--- src/rtl/meas_seq_pkg.sv ---
// meas_seq_pkg: shared state codes, default phase lengths and timeout flag indices
package meas_seq_pkg;
  localparam logic [2:0] S_IDLE     = 3'd0;
  localparam logic [2:0] S_STANDBY  = 3'd1;
  localparam logic [2:0] S_JUDGE    = 3'd2;
  localparam logic [2:0] S_OUTPUT   = 3'd3;
  localparam logic [2:0] S_TRANSMIT = 3'd4;
  localparam int DEF_DEBOUNCE_CYC = 9000;
  localparam int DEF_STANDBY_CYC  = 144000;
  localparam int DEF_JUDGE_CYC    = 7200;
  localparam int DEF_OUTPUT_CYC   = 36000;
  localparam int DEF_TRANSMIT_CYC = 18000;
  localparam int DEF_N_TX         = 2;
  localparam int DEF_TRIG_LEN     = 2;
  localparam int DEF_TX_TRIG_LEN  = 1;
  localparam int DEF_CNT_W        = 18;
  localparam int TO_MEAS   = 0;
  localparam int TO_JUDGE  = 1;
  localparam int TO_OUTPUT = 2;
  localparam int TO_TX     = 3;
endpackage

--- src/rtl/key_debounce.sv ---
// key_debounce: single-cycle press pulse after the key stays low DEBOUNCE_CYC cycles
module key_debounce #(
  parameter int DEBOUNCE_CYC = 9000
) (
  input  logic clk,
  input  logic rst_n,
  input  logic key_n,
  output logic press
);
  localparam int KW = $clog2(DEBOUNCE_CYC + 1);
  logic [KW-1:0] kcnt;
  always_ff @(posedge clk or negedge rst_n)
    if (!rst_n) kcnt <= '0;
    else kcnt <= key_n ? '0 : (kcnt == KW'(DEBOUNCE_CYC)) ? kcnt : kcnt + 1'b1;
  // saturation keeps a held key from firing again
  assign press = !key_n && kcnt == KW'(DEBOUNCE_CYC - 1);
endmodule

--- src/rtl/meas_sequencer.sv ---
// meas_sequencer: measure/judge/output/transmit sequencer with done handshakes,
// sticky timeouts, abort and auto-repeat
module meas_sequencer
  import meas_seq_pkg::*;
#(
  parameter int DEBOUNCE_CYC = DEF_DEBOUNCE_CYC,
  parameter int STANDBY_CYC  = DEF_STANDBY_CYC,
  parameter int JUDGE_CYC    = DEF_JUDGE_CYC,
  parameter int OUTPUT_CYC   = DEF_OUTPUT_CYC,
  parameter int TRANSMIT_CYC = DEF_TRANSMIT_CYC,
  parameter int N_TX         = DEF_N_TX,
  parameter int TRIG_LEN     = DEF_TRIG_LEN,
  parameter int TX_TRIG_LEN  = DEF_TX_TRIG_LEN,
  parameter int CNT_W        = DEF_CNT_W
) (
  input  logic       clk,
  input  logic       rst_n,
  input  logic       start_key_n,
  input  logic       abort,
  input  logic       continuous,
  input  logic       meas_done,
  input  logic       judge_done,
  input  logic       output_done,
  input  logic       tx_done,
  output logic       meas_trigger,
  output logic       judge_trigger,
  output logic       output_trigger,
  output logic       transmit_trigger,
  output logic [2:0] tx_index,
  output logic       busy,
  output logic       seq_done,
  output logic [3:0] timeout_flags,
  output logic [2:0] state
);
  localparam logic [CNT_W-1:0] L_SB  = CNT_W'(STANDBY_CYC - 1);
  localparam logic [CNT_W-1:0] L_JG  = CNT_W'(JUDGE_CYC - 1);
  localparam logic [CNT_W-1:0] L_OP  = CNT_W'(OUTPUT_CYC - 1);
  localparam logic [CNT_W-1:0] L_TX  = CNT_W'(TRANSMIT_CYC - 1);
  localparam logic [CNT_W-1:0] TLEN  = CNT_W'(TRIG_LEN);
  localparam logic [CNT_W-1:0] TXLEN = CNT_W'(TX_TRIG_LEN);
  localparam logic [2:0] TX_LAST = 3'(N_TX - 1);
  if (STANDBY_CYC <= TRIG_LEN || JUDGE_CYC <= TRIG_LEN || OUTPUT_CYC <= TRIG_LEN ||
      TRANSMIT_CYC <= TRIG_LEN || TRANSMIT_CYC <= TX_TRIG_LEN || N_TX < 1 || N_TX > 8 ||
      longint'(STANDBY_CYC) > (64'd1 << CNT_W) || longint'(JUDGE_CYC) > (64'd1 << CNT_W) ||
      longint'(OUTPUT_CYC) > (64'd1 << CNT_W) || longint'(TRANSMIT_CYC) > (64'd1 << CNT_W)) begin : g_param_err
    $error("meas_sequencer: illegal parameter combination");
  end
  logic press, timed, done, ext, sd_n;
  logic [CNT_W-1:0] pc, pc_n, lim, tl;
  logic [2:0] ns, tx_n;
  logic [3:0] fl_n;
  logic [1:0] fi;
  key_debounce #(.DEBOUNCE_CYC(DEBOUNCE_CYC)) u_key (
    .clk(clk), .rst_n(rst_n), .key_n(start_key_n), .press(press)
  );
  assign busy = state != S_IDLE;
  always_comb begin
    timed = state >= S_STANDBY && state <= S_TRANSMIT;
    lim   = state == S_STANDBY ? L_SB : state == S_JUDGE ? L_JG : state == S_OUTPUT ? L_OP : L_TX;
    done  = state == S_STANDBY ? meas_done : state == S_JUDGE ? judge_done :
            state == S_OUTPUT ? output_done : tx_done;
    fi    = state == S_STANDBY ? 2'(TO_MEAS) : state == S_JUDGE ? 2'(TO_JUDGE) :
            state == S_OUTPUT ? 2'(TO_OUTPUT) : 2'(TO_TX);
    tl    = state == S_TRANSMIT ? TXLEN : TLEN;
    ext   = timed && ((done && pc >= tl) || pc == lim);
    ns    = state;
    pc_n  = pc + 1'b1;
    tx_n  = tx_index;
    fl_n  = timeout_flags;
    sd_n  = 1'b0;
    if (state != S_IDLE && abort) begin
      ns   = S_IDLE;
      pc_n = '0;
      tx_n = '0;
    end else if (state == S_IDLE) begin
      pc_n = '0;
      if (press && !abort) begin
        ns   = S_STANDBY;
        fl_n = '0;
        tx_n = '0;
      end
    end else if (!timed) begin
      ns   = S_IDLE;
      pc_n = '0;
      tx_n = '0;
    end else if (ext) begin
      pc_n = '0;
      if (!done) fl_n[fi] = 1'b1;
      if (state != S_TRANSMIT) ns = state + 3'd1;
      else if (tx_index != TX_LAST) tx_n = tx_index + 3'd1;
      else begin
        sd_n = 1'b1;
        tx_n = '0;
        ns   = continuous ? S_STANDBY : S_IDLE;
        if (continuous) fl_n = '0;
      end
    end
  end
  // triggers are decoded from next state/count so they line up with the state register
  always_ff @(posedge clk or negedge rst_n)
    if (!rst_n) begin
      state            <= S_IDLE;
      pc               <= '0;
      tx_index         <= '0;
      timeout_flags    <= '0;
      seq_done         <= 1'b0;
      meas_trigger     <= 1'b0;
      judge_trigger    <= 1'b0;
      output_trigger   <= 1'b0;
      transmit_trigger <= 1'b0;
    end else begin
      state            <= ns;
      pc               <= pc_n;
      tx_index         <= tx_n;
      timeout_flags    <= fl_n;
      seq_done         <= sd_n;
      meas_trigger     <= ns == S_STANDBY && pc_n < TLEN;
      judge_trigger    <= ns == S_JUDGE && pc_n < TLEN;
      output_trigger   <= ns == S_OUTPUT && pc_n < TLEN;
      transmit_trigger <= ns == S_TRANSMIT && pc_n < TXLEN;
    end
endmodule

--- config.mk ---
export PLATFORM = sky130hd
export DESIGN_NAME = meas_sequencer
export DESIGN_NICKNAME = d
export VERILOG_FILES = /design/src/rtl/meas_seq_pkg.sv /design/src/rtl/key_debounce.sv /design/src/rtl/meas_sequencer.sv
export SDC_FILE = /design/constraint.sdc
export NUM_CORES = 1
export LEC_CHECK = 0
export ABC_AREA = 1
export ABC_CLOCK_PERIOD_IN_PS = 2300
export BUFFER_PORTS_ARGS = -buffer_cell sky130_fd_sc_hd__buf_2
export CAP_MARGIN = 20
export CORE_MARGIN = 4
export CORE_UTILIZATION = 34
export CTS_BUF_LIST = sky130_fd_sc_hd__clkbuf_8
export DETAILED_ROUTE_END_ITERATION = 10
export GPL_ROUTABILITY_DRIVEN = 0
export HOLD_SLACK_MARGIN = 0.03
export PLACE_DENSITY_LB_ADDON = 0.15
export RECOVER_POWER = 50
export SETUP_SLACK_MARGIN = 0.4
export SLEW_MARGIN = 20
export SYNTH_ARGS = -nofsm -noshare
export SYNTH_HDL_FRONTEND = slang
export SYNTH_HIERARCHICAL = 1
export SYNTH_SLANG_ARGS = --single-unit
--- constraint.sdc ---
create_clock -name clk -period 2.3 [get_ports clk]
set_input_delay 0.46 -clock clk [delete_from_list [all_inputs] [get_ports clk]]
set_output_delay 0.46 -clock clk [all_outputs]
set_load 0.01 [all_outputs]
# Yosys cells after proc, flatten, opt, wreduce, memory -nomap -nowiden
# Cells that the tools add are included.
dict set report totals {
  in_bits 9
  out_inout_bits 16
  wordCells 108
  register_bits 47
}
dict set report classes {
  bitwise 2
  n_eq_ne 18
  mux 47
  n_lt_le_gt_ge 7
  reduce_logical 20
  addsub 4
}
# cell count
set ops {}
lappend ops {{$mux 18} 5}
lappend ops {{$mux 3} 14}
lappend ops {{$mux 16} 2}
lappend ops {{$mux 4} 8}
lappend ops {{$eq 14x14->1 const B} 2}
lappend ops {{$mux 14} 2}
lappend ops {{$add 18x1->18 const B} 1}
lappend ops {{$eq 18x18->1} 1}
lappend ops {{$ge 18x2->1} 1}
lappend ops {{$lt 18x1->1 const B} 1}
lappend ops {{$lt 18x2->1 const B} 1}
lappend ops {{$add 14x1->14 const B} 1}
lappend ops {{$eq 3x2->1 const B} 4}
lappend ops {{$mux 1} 12}
lappend ops {{$logic_and 1x1->1} 11}
lappend ops {{$add 3x1->3 const B} 2}
lappend ops {{$eq 3x1->1 const B} 2}
lappend ops {{$eq 3x3->1 const B} 2}
lappend ops {{$mux 2} 3}
lappend ops {{$ne 4x1->1 const B} 1}
lappend ops {{$ne 4x4->1 const B} 1}
lappend ops {{$or 4x4->4} 1}
lappend ops {{$reduce_and 4->1} 1}
lappend ops {{$reduce_bool 2->1} 2}
lappend ops {{other kinds (16)} 17}

# Depth between registers and ports, before layout
dict set report logic_depth {
  ltp_word 16
  depth_mapped 19
  depth_no_buf 19
}

# Cells and area by module
# The synthesis kept the hierarchy.
# mod n_inst area_each_um2 cells_each seq_area_each_um2
set by_module_without_submodules {}
lappend by_module_without_submodules {meas_sequencer 1 2434.8 365 825.8}
lappend by_module_without_submodules {key_debounce 1 837.1 124 350.3}

# Least setup slack after synthesis
# Ideal clock, no wire load.
dict set report synth_timing {
  kind {reg-to-reg}
  start {register state[1]}
  end {register judge_trigger}
  synth_period_minus_slack_ps 2321
  path_stages_with_launch 16
  path_slack_ps -21
  t_arrival_ps 2201
  path_cell_list {dfrtp_1 inv_1 ha_1 nand2_2 clkinv_2 ha_1 nand2_2 nand2_1 nor2_1 nor2_1 nor2_4 nand2_4 a21oi_1 nor2_1 nand3_1 nor2_1}
}
dict set report synth_between {
  elab_chain_cells 13
  word_cells_on_any_way 38
}
# element line_no
set synth_rtl {}
lappend synth_rtl {{start: declaration} meas_sequencer.sv:33} ;# output logic [2:0] state
lappend synth_rtl {{start signal: assignment} meas_sequencer.sv:112} ;# state <= ns;
lappend synth_rtl {{branches (longest 12 deep; another with $ge 18x2->1)} n/a}
lappend synth_rtl {{$logic_and 1x1->1 (*)} meas_sequencer.sv:118} ;# judge_trigger <= ns == S_JUDGE && pc_n < TLEN;
lappend synth_rtl {{end signal: assignment} meas_sequencer.sv:118}
lappend synth_rtl {{end: declaration} meas_sequencer.sv:26} ;# output logic judge_trigger,
# Every way passes the cells marked *.
# A chain may end at the register's enable or synchronous reset.

# Worst setup path after layout
dict set report layout_timing {
  start {register state[1]}
  end {register output_trigger}
}
dict set report layout_between {
  elab_chain_cells 13
  word_cells_on_any_way 38
}
# element line_no
set layout_rtl {}
lappend layout_rtl {{branches (longest 12 deep; another with $ge 18x2->1)} n/a}
lappend layout_rtl {{$logic_and 1x1->1 (*)} meas_sequencer.sv:119} ;# output_trigger <= ns == S_OUTPUT && pc_n < TLEN;
lappend layout_rtl {{end signal: assignment} meas_sequencer.sv:119}
lappend layout_rtl {{end: declaration} meas_sequencer.sv:27} ;# output logic output_trigger,
# Marked as above.

==> reports/metrics.csv <==
metric;value;unit
Yosys warnings;6;
CP bufs+invs;3;
fin worst setup slack;0.0494;ns
drt drc;0;
first-pass GRT wire length;15.2;mm
status;complete, no violations;
I/O Buffers;24;
die height;106;um
PwrDens;441;mW/mm^2
share of layout cells above drive strength 1;0.275;
number of H-tree levels;2;
startpoint types;flip-flop;
Worst path slowest cell;dfrtp_2;
Yosys top cell area share;0.359;
Tmin final;2.25;ns
hold buffers post-CTS;0;
Cell variety after synth;34;
Reg clk slew, reported paths;0.10;ns
CTS tree;built;
total iterations of the first detailed-routing run;4;
number of DRC markers in iteration 0;138;
CTS Buf Count;5;
drt total wl;9.01;mm
met1 Resource Use GR;0.226;
ordered list of cells on the worst path;inv_4 > ha_4 > nand2_4 > clkinv_4 > ha_4 > nand2_2 > nand2_2 > nor2_4 > nor2_4 > nor2_4 > nand2_4 > a21oi_4 > nor2_2 > nand3_2 > buf_6 > nor2_2;
# rows;35;
CP arrival;2.46;ns
Hold Path Class;input pin to flip-flop;
synth top area cells;dfrtp_1 36%, nand2_1 15%, nor2_1 11%, inv_1 8.3%, nand3_1 6.1%;
most frequent cells in the layout;116 x nand2_1, 76 x nor2_1, 68 x inv_1, 44 x dfrtp_1, 36 x nand3_1;
Final Net Count;577;
total track usage;0.166;
Syn Nets;507;
largest net degree at the start of global routing;23;
M2 GR Usage;0.272;
WS Path Type;flip-flop to flip-flop;
met3 GRT Util;0.0291;
busiest grt layer;met2;
hold slack;0.345;ns
fmax;444;MHz
FF+latch area;0.00118;sq mm
Setup Skew;0.00707;ns
number of synthesized register bits;47;
sequential fraction of the synthesis area;0.359;
worst slew margin relative to its limit;0.149;
Slew @ Worst Pin;1.28;ns
peak supply drop;0.288;mV
via-per-instance ratio;4.70;
RSZ-0062 raised after global routing;true;
Worst Setup End Kind;flip-flop;
routed length per instance;13.1;um
commonest non-fill, non-tap cell in the layout;nand2_1;
endpoints failing setup;0;
cell mode on critical path;nor2_4;
worst endpoint required time;2.51;ns
Initial Util;0.352;
routed vias;3241;
antenna cells;0;
die width;106;um
Crit Path Max Fanout;7;
Final Cell Area;0.00421;sq mm
Synth area leader;dfrtp_1;
fin. max-slew vios;0;
hpwl dp;6.80;mm
filler cell count;994;
Leak;2.07;nW
post-route ant nets;0;
Mapped Avg Cell Area;6.69;sq um
Syn Inst Count;489;
Fin Setup TNS;0;ns
delay-heaviest family, CP;simple AND/OR/NAND/NOR gates;
Ports;25;
P&R area growth vs syn;28.8;%
post-place setup slack;-0.176;ns
gr ovfl total;0;
CTS Root Cell;clkbuf_8;
area taken by multi-input logic gates;0.00202;sq mm
post-synthesis cell area;0.00327;sq mm
Max-Cap Viols;0;
clk sink count;47;
dpl cell area;0.00372;sq mm
core area;0.00928;sq mm
vias in the first global route;3183;
Final period util;0.979;
DIE AREA;0.0113;sq mm
initial antenna violation count;0;
CP max stage delay;0.43;ns
Final Hold Vio Count;0;
Clock Latency Late Sink;0.31;ns
CTS Buffer Depth;2;
==> routing by layer <==
metal | vias up | part of all wire | wire length (um)
met5 | - | 0 | 0
met4 | 0 | 0.014 | 126
met3 | 10 | 0.034 | 310
met2 | 46 | 0.47 | 4190
met1 | 1507 | 0.49 | 4380
li1 | 1678 | - | -
==> worst paths after layout <==
path / from / end / cells after the start / slack [ns]
worst max-delay path: state[1] / output_trigger / 16 / 0.05
worst min-delay path: abort / seq_done / 2 / 0.34
worst max register to register: state[1] / output_trigger / 16 / 0.05
worst min register to register: u_key/kcnt[4] / u_key/kcnt[4] / 1 / 0.54
max in group asynchronous: rst_n / state[2] / 2 / 0.51
min in group asynchronous: rst_n / pc[3] / 1 / 0.40
==> synth_stat cells <==
library cell and instances:
inv_1 72, o21ai_0 10, xor2_1 11, nor2_1 92, a22oi_4 1, nand2_4 4, nor2_2 8, o41ai_1 1
a21oi_1 13, nand3_1 40, nand3b_1 3, clkinv_2 1, nand2_1 127, nand4_1 8, o211ai_1 4, o2111ai_1 2
ha_1 9, inv_4 1, o22ai_1 1, a311oi_1 1, nand2_2 9, a31oi_1 2, inv_2 4, nand3_2 2
o21ai_1 2, dfrtp_1 47, buf_2 4, o21ai_2 1, nor3_1 3, xnor2_1 1, o311ai_0 1, nor4_1 2
a31o_2 1, nor2_4 1
==> power by group <==
part           switching (mW)  internal [mW]  total, mW
Clock                   0.322          0.221      0.543
Combinational           0.238          0.181      0.418
Sequential             0.0341          0.863      0.897
Total                   0.594           1.26       1.86
==> logic make-up after synthesis <==
kind of cell / share of synthesized area
buffers and inverters: 0.0967
and+or+nand+nor: 0.399
AOI/OAI and AO/OA: 0.0784
xor gates and xnor gates: 0.0321
adders and majority gates: 0.0344
DFF: 0.359
==> through the flow <==
step | total power, mW | std cells | utilization
final | 1.86 | 689 | 0.454
after global routing | 1.98 | 689 | 0.454
after CTS | 1.84 | 682 | 0.437
after detailed placement | 1.23 | 657 | 0.400
after global placement | 1.23 | 657 | 0.400
after floorplan | 1.10 | 489 | -
==> flip-flops by register name, summed over array words and instances (netlist names) <==
name	cells
seq_done	1
tx_index	3
judge_trigger	1
output_trigger	1
pc	18
u_key/kcnt	14
meas_trigger	1
transmit_trigger	1
timeout_flags	4
state	3
==> layout make-up <==
| cell class | instances | area share |
|---|---|---|
| clock buffer | 5 | 0.0163 |
| inverter | 78 | 0.0724 |
| multi-input combinational | 360 | 0.480 |
| tap | 129 | 0.0383 |
| timing repair buffer | 67 | 0.107 |
| sequential | 47 | 0.280 |
| clock inverter | 3 | 0.00534 |
==> repair_timing <==
item,in CTS,in global routing
gates cloned,0,0
gates resized for setup,35,37
setup buffers,17,7
pin swaps,22,28
setup endpoints to repair,34,32
No activity file was read; power rests on OpenSTA's default activity.
